<file path="config.mk">
export PLATFORM = sky130hd
export DESIGN_NAME = call_int_sequencer_flat
export DESIGN_NICKNAME = d
export VERILOG_FILES = /design/src/rtl/call_int_sequencer_pkg.sv /design/src/rtl/call_int_sequencer_if.sv /design/src/rtl/call_int_sequencer.sv /design/src/flat_wrapper.sv
export SDC_FILE = /design/constraint.sdc
export NUM_CORES = 1
export LEC_CHECK = 0
export ABC_CLOCK_PERIOD_IN_PS = 3250
export BUFFER_PORTS_ARGS = -buffer_cell sky130_fd_sc_hd__clkbuf_2
export CELL_PAD_IN_SITES_DETAIL_PLACEMENT = 1
export CELL_PAD_IN_SITES_GLOBAL_PLACEMENT = 2
export CORE_MARGIN = 5
export CORE_UTILIZATION = 30
export CTS_CLUSTER_SIZE = 24
export DETAILED_ROUTE_END_ITERATION = 7
export PLACE_DENSITY = 0.87
export SLEW_MARGIN = 0
export SYNTH_ARGS = -nofsm -noshare
export SYNTH_HDL_FRONTEND = slang
export SYNTH_SLANG_ARGS = --single-unit
</file>
<file path="constraint.sdc">
create_clock -name clk -period 3.25 [get_ports clk]
set_input_delay 0.4875 -clock clk [delete_from_list [all_inputs] [get_ports clk]]
set_output_delay 0.4875 -clock clk [all_outputs]
set_load 0.005 [all_outputs]
</file>
<file path="src/rtl/call_int_sequencer_pkg.sv">
// Shared types and defaults for the CALL/RET/RTI/interrupt sequencer.
//   state_e : one value per sequencer cycle type
//   kind_e  : which sequence is in flight (selects branch and LOAD source)
package call_int_sequencer_pkg;

  localparam int unsigned FLAG_W = 3;
  localparam logic [31:0] INT_VECTOR_DEFAULT = 32'h0000_0000;

  typedef enum logic [2:0] {
    StIdle,
    StPushHi,
    StPushLo,
    StPushFlg,
    StPopFlg,
    StPopLo,
    StPopHi,
    StLoad
  } state_e;

  typedef enum logic [1:0] {
    KindCall,
    KindRet,
    KindRti,
    KindInt
  } kind_e;

endpackage

</file>
<file path="src/rtl/call_int_sequencer_if.sv">
// Data-memory port taken over by the sequencer while busy.
//   master : sequencer side (drives re/we/addr/wdata, receives rdata)
//   slave  : memory side
// mem_rdata is valid the cycle after a read.
interface call_int_sequencer_if #(
  parameter int unsigned ADDR_W = 11
) ();

  logic              mem_re;
  logic              mem_we;
  logic [ADDR_W-1:0] mem_addr;
  logic [15:0]       mem_wdata;
  logic [15:0]       mem_rdata;

  modport master (
    output mem_re,
    output mem_we,
    output mem_addr,
    output mem_wdata,
    input  mem_rdata
  );

  modport slave (
    input  mem_re,
    input  mem_we,
    input  mem_addr,
    input  mem_wdata,
    output mem_rdata
  );

endinterface

</file>
<file path="src/rtl/call_int_sequencer.sv">
// Multi-cycle CALL / RET / RTI / interrupt-entry controller.
// Ports:
//   clk, rst                 clock, asynchronous active-high reset
//   call/ret/rti_req         single-cycle requests from EX (accepted in IDLE only)
//   int_req                  interrupt pulse, latched until accepted
//   pc_ret, pc_target        return PC / CALL target, captured on acceptance
//   flags_in                 flags, captured on acceptance
//   sp                       external stack pointer
//   mem                      data-memory port (master side)
//   busy                     stall for IF/ID/EX
//   sp_we, sp_next           SP write port
//   pc_load, pc_value, flush PC redirect at end of sequence
//   flags_restore, flags_out flag reload at end of RTI
//   int_ack                  pulse in the cycle an interrupt is accepted
module call_int_sequencer #(
  parameter int unsigned ADDR_W     = 11,
  parameter logic [31:0] INT_VECTOR = call_int_sequencer_pkg::INT_VECTOR_DEFAULT,
  parameter int unsigned FLAG_W     = call_int_sequencer_pkg::FLAG_W
) (
  input  logic                clk,
  input  logic                rst,
  input  logic                call_req,
  input  logic                ret_req,
  input  logic                rti_req,
  input  logic                int_req,
  input  logic [31:0]         pc_ret,
  input  logic [31:0]         pc_target,
  input  logic [FLAG_W-1:0]   flags_in,
  input  logic [ADDR_W-1:0]   sp,
  call_int_sequencer_if.master mem,
  output logic                busy,
  output logic                sp_we,
  output logic [ADDR_W-1:0]   sp_next,
  output logic                pc_load,
  output logic [31:0]         pc_value,
  output logic                flush,
  output logic                flags_restore,
  output logic [FLAG_W-1:0]   flags_out,
  output logic                int_ack
);
  import call_int_sequencer_pkg::*;

  state_e            state_q, state_d;
  kind_e             kind_q, kind_d;
  logic              int_pending_q, int_pending_d;
  logic [31:0]       pc_ret_q, pc_ret_d;
  logic [31:0]       pc_target_q, pc_target_d;
  logic [FLAG_W-1:0] flags_q, flags_d;
  logic [15:0]       lo_q, lo_d;
  logic              accept, take_int, int_seen;
  logic [ADDR_W-1:0] sp_inc, sp_dec;

  assign sp_inc = sp + ADDR_W'(1);
  assign sp_dec = sp - ADDR_W'(1);
  // A pulse arriving in IDLE is taken in the same cycle.
  assign int_seen = int_pending_q | int_req;

  always_ff @(posedge clk or posedge rst) begin
    if (rst) begin
      state_q       <= StIdle;
      kind_q        <= KindCall;
      int_pending_q <= 1'b0;
      pc_ret_q      <= '0;
      pc_target_q   <= '0;
      flags_q       <= '0;
      lo_q          <= '0;
    end else begin
      state_q       <= state_d;
      kind_q        <= kind_d;
      int_pending_q <= int_pending_d;
      pc_ret_q      <= pc_ret_d;
      pc_target_q   <= pc_target_d;
      flags_q       <= flags_d;
      lo_q          <= lo_d;
    end
  end

  // Next state, arbitration and capture.
  always_comb begin
    state_d       = state_q;
    kind_d        = kind_q;
    int_pending_d = int_seen;
    pc_ret_d      = pc_ret_q;
    pc_target_d   = pc_target_q;
    flags_d       = flags_q;
    lo_d          = lo_q;
    accept        = 1'b0;
    take_int      = 1'b0;
    unique case (state_q)
      StIdle: begin
        accept = rti_req | ret_req | call_req | int_seen;
        if (rti_req) begin
          state_d = StPopFlg;
          kind_d  = KindRti;
        end else if (ret_req) begin
          state_d = StPopLo;
          kind_d  = KindRet;
        end else if (call_req) begin
          state_d = StPushHi;
          kind_d  = KindCall;
        end else if (int_seen) begin
          state_d       = StPushHi;
          kind_d        = KindInt;
          take_int      = 1'b1;
          int_pending_d = 1'b0;
        end
      end
      StPushHi:  state_d = StPushLo;
      StPushLo:  state_d = (kind_q == KindInt) ? StPushFlg : StLoad;
      StPushFlg: state_d = StLoad;
      StPopFlg:  state_d = StPopLo;
      StPopLo: begin
        state_d = StPopHi;
        // Data from the POP_FLG read lands here; only meaningful for RTI.
        if (kind_q == KindRti) flags_d = mem.mem_rdata[FLAG_W-1:0];
      end
      StPopHi: begin
        state_d = StLoad;
        lo_d    = mem.mem_rdata;
      end
      StLoad:  state_d = StIdle;
      default: state_d = StIdle;
    endcase
    if (accept) begin
      pc_ret_d    = pc_ret;
      pc_target_d = pc_target;
      flags_d     = flags_in;
    end
  end

  // Output decode from state and captured values.
  always_comb begin
    busy          = (state_q != StIdle);
    mem.mem_re    = 1'b0;
    mem.mem_we    = 1'b0;
    mem.mem_addr  = '0;
    mem.mem_wdata = '0;
    sp_we         = 1'b0;
    sp_next       = '0;
    pc_load       = 1'b0;
    pc_value      = '0;
    flush         = 1'b0;
    flags_restore = 1'b0;
    flags_out     = '0;
    // Reset gating keeps int_ack low while rst is held with int_req high.
    int_ack       = take_int & ~rst;
    unique case (state_q)
      StPushHi, StPushLo, StPushFlg: begin
        mem.mem_we   = 1'b1;
        mem.mem_addr = sp;
        sp_we        = 1'b1;
        sp_next      = sp_dec;
        unique case (state_q)
          StPushHi: mem.mem_wdata = pc_ret_q[31:16];
          StPushLo: mem.mem_wdata = pc_ret_q[15:0];
          default:  mem.mem_wdata = 16'(flags_q);
        endcase
      end
      StPopFlg, StPopLo, StPopHi: begin
        mem.mem_re   = 1'b1;
        mem.mem_addr = sp_inc;
        sp_we        = 1'b1;
        sp_next      = sp_inc;
      end
      StLoad: begin
        pc_load = 1'b1;
        flush   = 1'b1;
        unique case (kind_q)
          KindCall: pc_value = pc_target_q;
          KindInt:  pc_value = INT_VECTOR;
          default:  pc_value = {mem.mem_rdata, lo_q};
        endcase
        if (kind_q == KindRti) begin
          flags_restore = 1'b1;
          flags_out     = flags_q;
        end
      end
      default: ;
    endcase
  end

endmodule
</file>
<file path="src/flat_wrapper.sv">
// flat-port wrapper written by rule: the top's interface ports become plain ports
module call_int_sequencer_flat import call_int_sequencer_pkg::*;
#(
  parameter int unsigned ADDR_W     = 11,
  parameter logic [31:0] INT_VECTOR = call_int_sequencer_pkg::INT_VECTOR_DEFAULT,
  parameter int unsigned FLAG_W     = call_int_sequencer_pkg::FLAG_W
)
  (clk, rst, call_req, ret_req, rti_req, int_req, pc_ret, pc_target, flags_in, sp, busy, sp_we, sp_next, pc_load, pc_value, flush, flags_restore, flags_out, int_ack, mem_mem_re, mem_mem_we, mem_mem_addr, mem_mem_wdata, mem_mem_rdata);
  call_int_sequencer_if #(.ADDR_W(ADDR_W)) mem_i ();
  input  logic clk;
  input  logic rst;
  input  logic call_req;
  input  logic ret_req;
  input  logic rti_req;
  input  logic int_req;
  input  logic [31:0] pc_ret;
  input  logic [31:0] pc_target;
  input  logic [FLAG_W-1:0] flags_in;
  input  logic [ADDR_W-1:0] sp;
  output logic busy;
  output logic sp_we;
  output logic [ADDR_W-1:0] sp_next;
  output logic pc_load;
  output logic [31:0] pc_value;
  output logic flush;
  output logic flags_restore;
  output logic [FLAG_W-1:0] flags_out;
  output logic int_ack;
  output wire logic [$bits(mem_i.mem_re)-1:0] mem_mem_re;
  output wire logic [$bits(mem_i.mem_we)-1:0] mem_mem_we;
  output wire logic [$bits(mem_i.mem_addr)-1:0] mem_mem_addr;
  output wire logic [$bits(mem_i.mem_wdata)-1:0] mem_mem_wdata;
  input wire logic [$bits(mem_i.mem_rdata)-1:0] mem_mem_rdata;
  assign mem_mem_re = mem_i.mem_re;
  assign mem_mem_we = mem_i.mem_we;
  assign mem_mem_addr = mem_i.mem_addr;
  assign mem_mem_wdata = mem_i.mem_wdata;
  assign mem_i.mem_rdata = mem_mem_rdata;
  call_int_sequencer #(.ADDR_W(ADDR_W), .INT_VECTOR(INT_VECTOR), .FLAG_W(FLAG_W)) u_core (.clk(clk), .rst(rst), .call_req(call_req), .ret_req(ret_req), .rti_req(rti_req), .int_req(int_req), .pc_ret(pc_ret), .pc_target(pc_target), .flags_in(flags_in), .sp(sp), .mem(mem_i), .busy(busy), .sp_we(sp_we), .sp_next(sp_next), .pc_load(pc_load), .pc_value(pc_value), .flush(flush), .flags_restore(flags_restore), .flags_out(flags_out), .int_ack(int_ack));
endmodule
</file>
# Word-level counts from Yosys, hierarchy flattened

Cells that the tools add are included.

Flip-flop bits (word level): 89
Bits in latches: 0
Bits in writable memories: 0
Memory bits (read-only): 0
Output and inout bits: 81
Word-level logic and storage cells: 74
Memories: 0

Add/sub/neg operators: 2
Multipliers: 0
Div/mod/pow operators: 0
Order comparisons: 0
Equal/unequal tests: 10
Shift-type cells: 0
Mux-type cells: 37
Bitwise gates (word level): 6
Reduce and logical (&&, ||, !) cells: 12

Operators with widths:

| operator                                                                 | number |
|---|---|
| 32-bit case mux with 2 select lines                                      | 1 |
| 11-bit case mux with 2 select lines                                      | 2 |
| 32-bit 2-to-1 mux                                                        | 1 |
| 16-bit case mux with 2 select lines                                      | 1 |
| 3-bit 2-to-1 mux                                                         | 10 |
| 3-bit case mux with 7 select lines                                       | 1 |
| 1-bit 2-to-1 mux                                                         | 16 |
| 16-bit 2-to-1 mux                                                        | 1 |
| 3-bit equality test (second input constant)                              | 4 |
| 11-bit by 1-bit adder with 11-bit output (second input constant)         | 1 |
| 11-bit by 1-bit subtractor with 11-bit output (second input constant)    | 1 |
| 2-bit 2-to-1 mux                                                         | 4 |
| 3-bit by 2-bit equality test with 1-bit output (second input constant)   | 2 |
| 3-bit OR reduction                                                       | 2 |
| 6-bit OR reduction                                                       | 1 |
| 5-bit by 4-bit inequality test with 1-bit output (second input constant) | 1 |
| 2-bit equality test (second input constant)                              | 2 |
| 1-bit OR                                                                 | 4 |
| 2-bit AND reduction                                                      | 2 |
| 2-bit nonzero test                                                       | 2 |
| 4-bit nonzero test                                                       | 1 |
| 3-bit by 1-bit equality test with 1-bit output (second input constant)   | 1 |
| 3-bit logical NOT                                                        | 1 |
| 3-bit nonzero test                                                       | 1 |
| other kinds (4)                                                          | 4 |

# Depth between registers and ports, before layout

Depth in word-level cells: 7
Mapped depth: 7

# Worst setup path after synthesis

OpenSTA, ideal clock, no wires.

Path type: input to output
Start point: input port sp[0]
End point: output port sp_next[8]
Data arrival time: 1,861 ps
Required time: 2,762 ps
Slack: 901 ps
Stages: 7
Buffers on the path: 1
Path through: clkbuf_1 > inv_1 > ha_1 > or4b_4 > nor4_2 > xnor2_1 > o21ai_0

Longest elaborated chain between the ends: 2
Elaborated cells on any way between the ends: 3
Classes of those cells: add/sub (2); mux (1)

RTL lines:

| item                                                                                                      | line                                               | RTL |
|---|---|---|
| start, declared                                                                                           | flat_wrapper.sv:19                                 | `input logic [ADDR_W-1:0] sp;` |
| 11-bit by 1-bit adder with 11-bit output or 11-bit by 1-bit subtractor with 11-bit output (tied branches) | call_int_sequencer.sv:53, call_int_sequencer.sv:54 |  |
| 11-bit case mux with 2 select lines (*)                                                                   | call_int_sequencer.sv:147                          | `unique case (state_q)` |
| end, declared                                                                                             | flat_wrapper.sv:22                                 | `output logic [ADDR_W-1:0] sp_next;` |

Every way passes the cells marked *; elsewhere a longest branch is shown, timed or not.

# Worst setup path after layout

Start point: register u_core.state_q[1]
End point: output port sp_next[6]

Longest elaborated chain between the ends: 3
Elaborated cells on any way between the ends: 9
Classes of those cells: eq/ne (6); mux (1); reduce/logical (2)

RTL lines:

| item                                              | line                      | RTL |
|---|---|---|
| start, declared                                   | call_int_sequencer.sv:43  | `state_e state_q, state_d;` |
| start signal, assigned                            | call_int_sequencer.sv:60  | `state_q <= StIdle;` |
| start signal, assigned                            | call_int_sequencer.sv:68  | `state_q <= state_d;` |
| 3-bit equality test, or another cell as far along | call_int_sequencer.sv:147 |  |
| 3-bit OR reduction                                | call_int_sequencer.sv:147 |  |
| 11-bit case mux with 2 select lines (*)           | call_int_sequencer.sv:147 |  |

Marks and branches as above.

==> results summary <==
The actual transition at the worst max-transition pin is between 0.8 and 0.9 ns. The detailed-route DRC error count is 0. The average size of a mapped cell is just over 10 um^2. The number of pins exceeding their max-slew limit in the final report came out at 0. The time the worst path needs with I/O delays and setup came out at roughly 2.7 ns.

The number of antenna violations at the first check in global routing is 1. The fraction of layout instances using a drive strength above 1 came out at a little under half. For this run, global-route usage on met1 was measured as a little over a fifth. The share of flip-flops with an asynchronous set or reset is between 90% and 100%.

The clock skew is roughly 0.01 ns. The clock insertion delay at the later pin of the skew report is about 0.35 ns. The unique cell type count in the Yosys netlist is 43. The layer with the highest usage is met2. The required time of the worst setup path is approximately 2.8 ns. Setup repair after global routing left no endpoint under its margin. The net count after synthesis came out at ~570. The number of max-capacitance violations reported came out at 0. The power density over the cells is roughly 940 nW/um^2. The area of the core came out at 15,830 um^2. The via count of the routed design is around 4,400. The pre-antenna-repair detailed-routing pass consisted of 4 iterations. For this block, the routed nets add up to around 16,000 um of wire. Yosys printed 0 warnings. The post-detailed-route via-to-cell ratio came out at between 5 and 6.

The sequential group share of total power came out at between 30 and 40%. STA puts the critical path data arrival time at approximately 2.3 ns. The estimated wirelength of the detail-placed design came out at about 12,000 um. The width of the die is 136.9 um. The clock transition at the registers of the reported paths is around 0.060 ns.

The peak supply drop came out at roughly 0.40 mV. In this run, synthesis inferred 0 flip-flops with an integrated enable. The accumulated negative setup slack is 0 ns. In this run the worst setup path begins at u_core.state_q[1].

The area growth from synthesis to layout is 27.46%. Once the floorplan was initialized, standard cells occupied between 30% and 40% of the core. The switching power total is approximately 0.0022 W. The run finished with clean final reports. The share of the core filled with cells in the final layout is between 30% and 40%.

Global routing used approximately 17% of the available tracks across all layers. The fill cell total of the finished layout came out at between 1,500 and 2,000. The post-CTS repair timing setup buffer count came out at 0.

The number of global-route vias before repair came to ~4,700. Setup violations remaining at the end of the flow were counted as 0. In this run the critical register-to-register path is launched from u_core.state_q[1].

The top cell type by area accounts for a little under half of the synthesized area. The relative contribution of the clock network to total power came out at 16.6%. In the final routed layout, each cell accounts on average for 18.79 um. In this run, synthesis produced a sequential element count of between 80 and 90. The number of top-level pins is ~180.

The critical path class is reg -> out. Global routing used 5.404% of the available met3 tracks. The share of total power dissipated in combinational logic is a little under half. The static leakage power is between 2 and 3 nW.

The sequential cell area in the final layout came out at about 2200 um^2. The endpoint identified for the worst register-to-register timing path is u_core.pc_ret_q[15]. The total congestion overflow came out at 0. The tree is rooted in a sky130_fd_sc_hd__clkbuf_16. Of all nets on the critical path, the largest fanout is 14. The pin count of the biggest net entering global routing came out at 71. The number of port buffers came out at 180. The number of antenna-violating nets in the routed design came out at 0. Counting every sink on the clock net gives 89. The footprint of the multi-input gates is around 2300 um^2. The number of placement rows came out at between 40 and 50. The internal power contribution came out at about 0.0035 W. In the synthesized netlist the dominant register cell turns out to be sky130_fd_sc_hd__dfrtp_1.

STA classifies the critical path startpoint as a flip-flop. Summing the sequential cell areas from Yosys gives a little under half of the chip area. The highest clock rate came out at ~360 MHz. In the post-synthesis netlist, the cell with the most instances is sky130_fd_sc_hd__dfrtp_1.

The area of the die came out at ~19,000 um^2. The count of nets after finishing is between 700 and 800. CTS built an H-tree with a depth of 3. The post-placement cell count came out at slightly above 800. The met2 track demand over resource came out at 29.13%. The type of destination of the critical path is a primary output. The cell area that synthesis handed to floorplanning was ~4800 um^2. The synthesized design spends more area on one cell type than any other, namely sky130_fd_sc_hd__dfrtp_1. In this run the tightest slew margin relative to its limit is a little over two fifths. The number of gates resized after CTS came out at 0. TritonCTS built the clock tree.

At the end of routability-driven placement, the weighted congestion stood at around 0.81. The number of DRC violations after detailed-routing iteration 0 is 265. Yosys attributes the largest share of cell area to sky130_fd_sc_hd__dfrtp_1 46%, sky130_fd_sc_hd__mux2_2 19%, sky130_fd_sc_hd__a22oi_1 7.3%, sky130_fd_sc_hd__nor2_1 5.1%, sky130_fd_sc_hd__o21ai_0 2.0%. The final cell count without fillers is between 800 and 900.

The floorplan step set the die height to around 140 um. The post-route fraction of the period consumed by the critical path came out at between 80 and 90%. The buffer levels on the longest clock path is 2. Sorting the synthesized cells by how often they occur yields 89 x sky130_fd_sc_hd__dfrtp_1, 83 x sky130_fd_sc_hd__mux2_2, 66 x sky130_fd_sc_hd__nor2_1, 47 x sky130_fd_sc_hd__a22oi_1, 25 x sky130_fd_sc_hd__clkbuf_1. The most critical setup path has its endpoint at sp_next[6]. The flop-to-flop setup slack is approximately 1.0 ns. The number of hold-repair buffers added at the cts stage came out at 0.

The cell count after synthesis came out at around 470. The net switching share of the total power came out at between 30% and 40%. The global-route wire length before repair is roughly 25,000 um. The CTS buffer count came out at 9.

The tightest min-delay check is of the in -> async type. The hold violation total from the final report came to 0. The number of cell instances on the worst register-to-register path came out at 4.
## layer usage
metal | part of all wire [%] | wire length, um | up-vias
met5 | 0 | 0 | -
met2 | 51 | 8103 | 141
met3 | 7.2 | 1150 | 16
li1 | - | - | 2002
met1 | 40 | 6450 | 2193
met4 | 1.6 | 248 | 0
## critical path: stages, from the launching register on
cell and delay [ns]:
sky130_fd_sc_hd__dfrtp_1 0.57, sky130_fd_sc_hd__a21bo_2 0.39, sky130_fd_sc_hd__inv_1 0.34, sky130_fd_sc_hd__o21ai_0 0.21, sky130_fd_sc_hd__a31oi_1 0.25, sky130_fd_sc_hd__clkbuf_2 0.15
## cell usage in the layout, fill, tap and decap left out, drive strengths merged, types with 4 or more instances in the layout
cell    synthesis  layout
a31oi           8       8
dfrtp          89      89
inv            12      11
clkbuf         26     192
ha              5       5
a22oi          47      47
clkinv          0       4
nor3            9       9
a21oi          14      14
o21ai          19      19
nand3           6       6
nor2b           4       4
nand2          21      21
and3            4       4
nor4            6       6
buf            14       9
mux2           83      83
nor2           66      66
## stage by stage
| stage | total power, W | hold WS, ns | area [um^2] | setup WS [ns] |
|---|---|---|---|---|
| final | 0.005779 | 0.2774 | 6156 | 0.5065 |
| after floorplan | 0.003864 | 0.4579 | 4830 | 0.4556 |
| after global placement | 0.004747 | 0.4842 | 5884 | 0.7078 |
| after global routing | 0.006236 | 0.3574 | 6156 | 0.2550 |
| after detailed placement | 0.004889 | 0.4974 | 5884 | 0.5934 |
| after CTS | 0.005878 | 0.3208 | 6151 | 0.4731 |
## how the worst min path moves through the flow
| stage | slack (ns) | startpoint | endpoint |
|---|---|---|---|
| after detailed placement | 0.50 | u_core.pc_ret_q[16] | u_core.pc_ret_q[16] |
| final | 0.28 | rst | u_core.int_pending_q |
| after global routing | 0.36 | rst | u_core.int_pending_q |
| after floorplan | 0.46 | u_core.flags_q[0] | u_core.flags_q[0] |
| after global placement | 0.48 | u_core.pc_ret_q[16] | u_core.pc_ret_q[16] |
| after CTS | 0.32 | rst | u_core.int_pending_q |
## registers in the layout, summed over array words and instances, names as in the netlist
name,flops
u_core.pc_ret_q,32
u_core.pc_target_q,32
u_core.lo_q,16
u_core.flags_q,3
u_core.state_q,3
u_core.kind_q,2
u_core.int_pending_q,1
## power groups by stage
stage | clock [W] | combinational, W | sequential, W
floorplan | 0 | 0.00196 | 0.00190
global placement | 0 | 0.00273 | 0.00202
detailed placement | 0 | 0.00282 | 0.00207
CTS | 0.000993 | 0.00284 | 0.00205
global route | 0.00104 | 0.00308 | 0.00211
finish | 0.000958 | 0.00277 | 0.00205
## cell type report
type,count,area share (%)
Clock inverter,4,0.4878
Sequential cell,89,36.18
Tap cell,216,4.390
Multi-Input combinational cell,325,38.13
Antenna cell,2,0.08130
Timing Repair Buffer,189,16.14
Clock buffer,12,3.841
Inverter,12,0.7520
## logic make-up (layout without fill, tap and decap cells)
kind of cell	Yosys count	count (layout)	share of synthesized area (%)
xor gates and xnor gates	4	4	0.7255
muxes	83	83	19.35
DFF	89	89	46.11
adders and majority gates	5	5	1.295
AOI/OAI and AO/OA	107	107	15.31
and+or+nand+nor	126	126	11.87
buffers and inverters	52	217	5.337
other	0	2	0
(Power assumes the default switching activity.)
